==> config.mk <==
export PLATFORM = sky130hd
export DESIGN_NAME = mcpu_param
export DESIGN_NICKNAME = d
export VERILOG_FILES = /design/src/rtl/mcpu_param.sv
export SDC_FILE = /design/constraint.sdc
export NUM_CORES = 1
export LEC_CHECK = 0
export BUFFER_PORTS_ARGS = -buffer_cell sky130_fd_sc_hd__buf_2
export CORE_MARGIN = 1
export CORE_UTILIZATION = 61
export DETAILED_ROUTE_END_ITERATION = 10
export GPL_TIMING_DRIVEN = 1
export PLACE_DENSITY = 0.85
export SLEW_MARGIN = 20
export SYNTH_ARGS = -nofsm -noshare
export SYNTH_HDL_FRONTEND = slang
export SYNTH_SLANG_ARGS = --single-unit
==> constraint.sdc <==
create_clock -name clk -period 3.45 [get_ports clk]
set_input_delay 0.69 -clock clk [delete_from_list [all_inputs] [get_ports clk]]
set_output_delay 0.69 -clock clk [all_outputs]
set_load 0.01 [all_outputs]
==> src/rtl/mcpu_param.sv <==
// Parametrised accumulator CPU: NOR/ADD/STA/JCC on DW-bit data with (DW-2)-bit address,
// registered address/data buses, ready-based wait states and self-loop halt detection.
module mcpu_param #(
   parameter int unsigned DW       = 8,
   parameter int unsigned RESET_PC = 0
) (
   input  logic            clk,
   input  logic            rst,
   input  logic [DW-1:0]   datain,
   input  logic            ready,
   output logic [DW-3:0]   addr,
   output logic [DW-1:0]   dataout,
   output logic            mem_req,
   output logic            mem_we,
   output logic            halted
);

   localparam int unsigned AW = DW - 2;

   typedef enum logic [2:0] {
      S_FETCH,
      S_EXEC_NOR,
      S_EXEC_ADD,
      S_EXEC_STA,
      S_JCC_NT,
      S_HALT
   } state_e;

   state_e          state_q, state_d;
   logic [DW-1:0]   acc_q, acc_d;
   logic            carry_q, carry_d;
   logic [AW-1:0]   pc_q, pc_d;
   logic [AW-1:0]   adreg_q, adreg_d;

   logic [1:0]      op_c;
   logic [AW-1:0]   operand_c;
   logic [DW:0]     sum_c;

   assign op_c      = datain[DW-1:DW-2];
   assign operand_c = datain[AW-1:0];
   assign sum_c     = {1'b0, acc_q} + {1'b0, datain};

   // Next-state: every register holds unless the current state completes its bus cycle
   always_comb begin
      state_d = state_q;
      acc_d   = acc_q;
      carry_d = carry_q;
      pc_d    = pc_q;
      adreg_d = adreg_q;
      case (state_q)
         S_FETCH: begin
            if (ready) begin
               pc_d    = adreg_q + AW'(1);
               adreg_d = operand_c;
               case (op_c)
                  2'b00:   state_d = S_EXEC_NOR;
                  2'b01:   state_d = S_EXEC_ADD;
                  2'b10:   state_d = S_EXEC_STA;
                  default: begin
                     // A taken jump onto itself can never leave: park the CPU
                     if (carry_q)                    state_d = S_JCC_NT;
                     else if (operand_c == adreg_q)  state_d = S_HALT;
                     else                            state_d = S_FETCH;
                  end
               endcase
            end
         end
         S_EXEC_NOR: begin
            if (ready) begin
               acc_d   = ~(acc_q | datain);
               adreg_d = pc_q;
               state_d = S_FETCH;
            end
         end
         S_EXEC_ADD: begin
            if (ready) begin
               acc_d   = sum_c[DW-1:0];
               carry_d = sum_c[DW];
               adreg_d = pc_q;
               state_d = S_FETCH;
            end
         end
         S_EXEC_STA: begin
            if (ready) begin
               adreg_d = pc_q;
               state_d = S_FETCH;
            end
         end
         S_JCC_NT: begin
            carry_d = 1'b0;
            adreg_d = pc_q;
            state_d = S_FETCH;
         end
         S_HALT:  state_d = S_HALT;
         default: state_d = S_FETCH;
      endcase
   end

   always_ff @(posedge clk) begin
      if (rst) begin
         state_q <= S_FETCH;
         acc_q   <= '0;
         carry_q <= 1'b0;
         pc_q    <= AW'(RESET_PC);
         adreg_q <= AW'(RESET_PC);
      end else begin
         state_q <= state_d;
         acc_q   <= acc_d;
         carry_q <= carry_d;
         pc_q    <= pc_d;
         adreg_q <= adreg_d;
      end
   end

   assign addr    = adreg_q;
   assign dataout = acc_q;
   assign mem_req = ~rst & ((state_q == S_FETCH)    || (state_q == S_EXEC_NOR) ||
                            (state_q == S_EXEC_ADD) || (state_q == S_EXEC_STA));
   assign mem_we  = ~rst & (state_q == S_EXEC_STA);
   assign halted  = (state_q == S_HALT);

endmodule
# Word-level counts from Yosys, hierarchy flattened
# Index checks and enable logic that the tools add are counted.
# word_totals
ff_bits	24
output_inout_bits	17
in_bits	11
word_cells	52
# classes
n_mux	14
bitwise_logic	5
n_addsub	2
n_eq_ne	12
n_reduce_logical	14
# op_table
operator	n
$pmux 3 s3	2
$pmux 6 s3	1
$mux 8	2
$pmux 8 s2	1
$mux 3	4
$mux 6	2
$add 8x8->9	1
$not 8->8	1
$or 8x8->8	1
$add 6x1->6 const B	1
$eq 3x2->1 const B	2
$eq 3x3->1 const B	2
$eq 6x6->1	1
$ne 2x2->1 const B	3
$reduce_and 2->1	3
$reduce_and 3->1	2
$reduce_bool 2->1	2
$eq 3x1->1 const B	1
$logic_not 3->1	1
$logic_or 1x1->1	3
$reduce_bool 3->1	1
$reduce_or 3->1	1
$and 1x1->1	2
$eq 2x1->1 const B	1
other kinds (6)	6

# Logic depth before layout (Yosys ltp)
# logic_depth
word_depth	6
depth_mapped	8
mapped_depth_nobuf	8

# Worst setup path before layout
# No wires, ideal clock.
# synth_timing
path_type	input to register
from	input port datain[0]
to	register acc_q[6] (netlist: dataout[6])
setup_slack_ns	1.338
stages	8
path_buffers	0
required_time_ns	3.393
setup_time_ns	0.057
arrival_ns	2.055
path_cell_list	ha_1 inv_1 fa_1 nor2b_1 o31a_1 o22ai_1 o32ai_1 a21o_1
# synth_via
elab_chain_len	3
# synth_rtl
item	line_no	rtl
start: declaration	9	input logic [DW-1:0] datain,
$add 8x8->9	41	assign sum_c = {1'b0, acc_q} + {1'b0, datain};
$mux 8	76	if (ready) begin
$pmux 8 s2	50	case (state_q)
end signal: assignment	102	acc_q <= '0;
end signal: assignment	108	acc_q <= acc_d;
end: declaration	30	logic [DW-1:0] acc_q, acc_d;
# Every way passes these cells. The select of a mux whose other input is x is not followed.
# A chain may end at the register's enable or synchronous reset.

# Final worst setup path
# layout_timing
from	input port rst
to	output port mem_we
# layout_via
elab_chain_len	2
# layout_rtl
item	line_no	rtl
start: declaration	8	input logic rst,
$not 1->1	119	assign mem_we = ~rst & (state_q == S_EXEC_STA);
$and 1x1->1	119	
end: declaration	14	output logic mem_we,
# Every way passes these cells.

==> results.py <==
metrics = {
    "synthesis": {
        "ys.flop_type": "dfxtp_1",
        "ys_warn_count": 0,
        "syn_area_um2": 1780,
        "synth_nets": 252,
        "synth.avg_cell_area_um2": 8.08,
        "synthArstFlopShare_pct": 0,
        "yosysSeqAreaShare_pct": 27.0,
        "synth_edf_count": 0,
        "ys_types": 43,
        "ys_seq_elements": 24,
        "netlist_instances": 220,
    },
    "cts": {
        "postCtsSetupBuffers": 0,
        "cts_sinks": 24,
        "clockBufferDepth": 2,
        "cts_resized": 0,
        "cts_buffers": 3,
        "ctsHoldBuffers": 0,
        "cts_root_buffer": "clkbuf_4",
        "cts.clk_slew.worst_paths_ns": 0.13,
        "insertion_delay_ns": 0.32,
        "cts.htree.levels": 1,
        "cts_tree": "done",
    },
    "layout": {
        "multi_input_area_um2": 1180,
        "diodes": 0,
        "postLayoutCellArea_um2": 1950,
        "regArea_um2": 480,
        "syn2layout_area_growth_pct": 9.71,
        "fin_nets": 275,
        "fillCellCount": 239,
        "instances_no_fill": 273,
        "drive_gt1_share_pct": 15.3,
    },
    "worst_setup_path": {
        "path_max_fanout": 27,
        "cpMaxStageDelayCell": "buf_2",
        "criticalPathCategory": "primary input to output port",
        "reg2reg_setup_slack_ns": 1.41,
        "max_stage_delay_ns": 0.41,
        "r2r-end": "carry_q",
        "worstPathArrival_ns": 1.53,
        "cp-end-kind": "output port",
        "worstPathRequired_ns": 2.76,
        "cp-start-kind": "primary input",
        "crit_top_cell": "buf_2",
        "cp_cell_sequence": "buf_2 -> nor2_1 -> and3_1 -> buf_2",
        "r2r_start": "state_q[1]",
        "reg2regPathDepth": 3,
    },
    "timing": {
        "whs_ns": 0.471,
        "fin_skew_ns": 0.00840,
        "hold_viol": 0,
        "setup_tns_ns": 0,
        "setup_viol": 0,
        "maxSlewViolCount": 0,
        "rsz0062_at_grt": "no",
        "period_share_pct": 64.4,
        "tightest_slew_ns": 0.553,
        "max_clock_freq_ghz": 0.450,
        "fin_crit_ns": 2.22,
        "relSlewSlack_pct": 62.9,
    },
    "min_path": {
        "whs_path_depth": 2,
        "hold_path.class": "register to register",
        "hold_start": "pc_q[1]",
        "hold_path_end": "pc_q[1]",
    },
    "place": {
        "placed_cells": 269,
        "placed_cell_area_um2": 1910,
        "io_buffers": 27,
        "gp_congestion": 0.829,
        "dp_hpwl_mm": 2.76,
    },
    "detailed_routing": {
        "wl_per_cell_um": 13.5,
        "drc": 0,
        "vias_per_cell": 5.73,
        "initialDrtViolationCount": 56,
        "wl_mm": 3.69,
        "firstDrtPassIters": 6,
        "ant_nets": 0,
        "via_count": 1563,
    },
    "global_route": {
        "grt_max_degree": 28,
        "grt_first_pass_wirelength_mm": 6.57,
        "grt_overflow_total": 0,
        "grtUsageTotal_pct": 25.9,
        "antenna_found_initial": 0,
        "grt_pass1_vias": 1481,
    },
    "power": {
        "combPwrFrac_pct": 28.6,
        "switching_share_pct": 33.1,
        "p_int_w": 0.000448,
        "p_leak_nw": 0.865,
        "p_sw_w": 0.000221,
        "sequentialPowerShare_pct": 48.6,
        "ir_drop_mv": 0.301,
        "power.share.clock_pct": 22.8,
        "total_power_w": 0.000669,
        "power_density_nw_per_um2": 343,
    },
    "die": {
        "num_io_pins": 28,
        "dieHeight_um": 56.0,
        "initial_core_util_pct": 64.5,
        "rows": 19,
        "die_area_um2": 3130,
        "die_x_um": 56.0,
        "core_region_area_um2": 2760,
    },
    "flow_run": {
        "drv_cap": 0,
    },
    "status": {
        "status": "completed",
    },
}
critical path, delay by kind of cell:
| kind | cells | cell delay (ns) |
|---|---|---|
| buffers and inverters | 2 | 0.54 |
| and+or+nand+nor | 2 | 0.29 |
power by group through the flow:
stage | logic [W] | clock network (W) | registers [W]
6_report | 0.000191 | 0.000153 | 0.000326
5_1_grt | 0.000217 | 0.000169 | 0.000330
3_3_place_gp | 0.000186 | 0 | 0.000331
2_1_floorplan | 0.000140 | 0 | 0.000329
4_1_cts | 0.000192 | 0.000157 | 0.000325
3_5_place_dp | 0.000191 | 0 | 0.000331
kinds of logic (layout without fill, tap and decap cells):
logic type / after synthesis / after routing / synth area share [%]
xor+xnor: 11 / 11 / 5.84
mux: 8 / 8 / 4.50
simple gates: 73 / 73 / 20.0
compound gates: 54 / 54 / 20.9
fa+ha+maj: 21 / 21 / 15.2
buf+inv: 29 / 51 / 6.54
flops: 24 / 24 / 27.0
worst max-delay path by stage:
stage                         start    endpoint  slack, ns  cells after the start
after floorplan           datain[0]  dataout[6]       1.34                      8
after global placement    datain[1]  dataout[7]       1.10                      8
after detailed placement  datain[0]  dataout[6]       1.04                      9
after CTS                       rst      mem_we       1.22                      4
after global routing            rst      mem_we       1.13                      4
final                           rst      mem_we       1.23                      4
cells in the mapped netlist (all sizes together) (5+ instances only):
cell type,count,area [um2]
nor2,32,120
dfxtp,24,480
ha,20,250
inv,19,71.3
a211oi,17,133
o21ai,10,50.1
nand2,9,33.8
a21oi,8,40.0
mux2i,8,80.1
nor3,7,40.0
xnor2,7,68.8
buf,6,30.0
nor2b,5,31.3
flip-flops by register name, summed over array words and instances, names as in the netlist:
| signal | cells |
|---|---|
| addr | 6 |
| carry_q | 1 |
| dataout | 8 |
| pc_q | 6 |
| state_q | 3 |
stage by stage:
stage	setup slack [ns]	util (%)
2_1_floorplan	1.34	-
3_3_place_gp	1.10	69.4
3_5_place_dp	1.04	69.4
4_1_cts	1.22	70.7
5_1_grt	1.13	70.7
6_report	1.23	70.7
routing by layer:
metal	routed length, um	vias up	share of wire [%]	global-route usage (%)
li1	-	818	-	-
met3	88	4	2.4	3.02
met4	25	0	0.68	6.62
met2	1700	21	46	42.2
met5	0	-	0	0
met1	1870	720	51	36.4
layout make-up:
type,count,share of cell area (%)
inverter,19,3.66
clock buffer,4,1.86
tap,31,1.99
multi-input combinational,167,60.6
timing repair buffer,28,7.31
sequential,24,24.6
layout by cell type, fill, tap and decap left out, types with 2 or more instances in the layout:
cell type	count
nor2_1	32
buf_2	27
dfxtp_1	24
ha_1	20
inv_1	19
a211oi_1	16
o21ai_0	10
nand2_1	9
a21oi_1	8
mux2i_1	8
xnor2_1	6
nor3_1	6
nor2b_1	5
xor2_1	4
nand3_1	4
nand2b_1	3
a21o_1	3
a31oi_1	3
o31a_1	3
clkbuf_4	3
and3_1	2
or3b_1	2
or2_2	2
o21a_1	2
(Power assumes the default switching activity.)
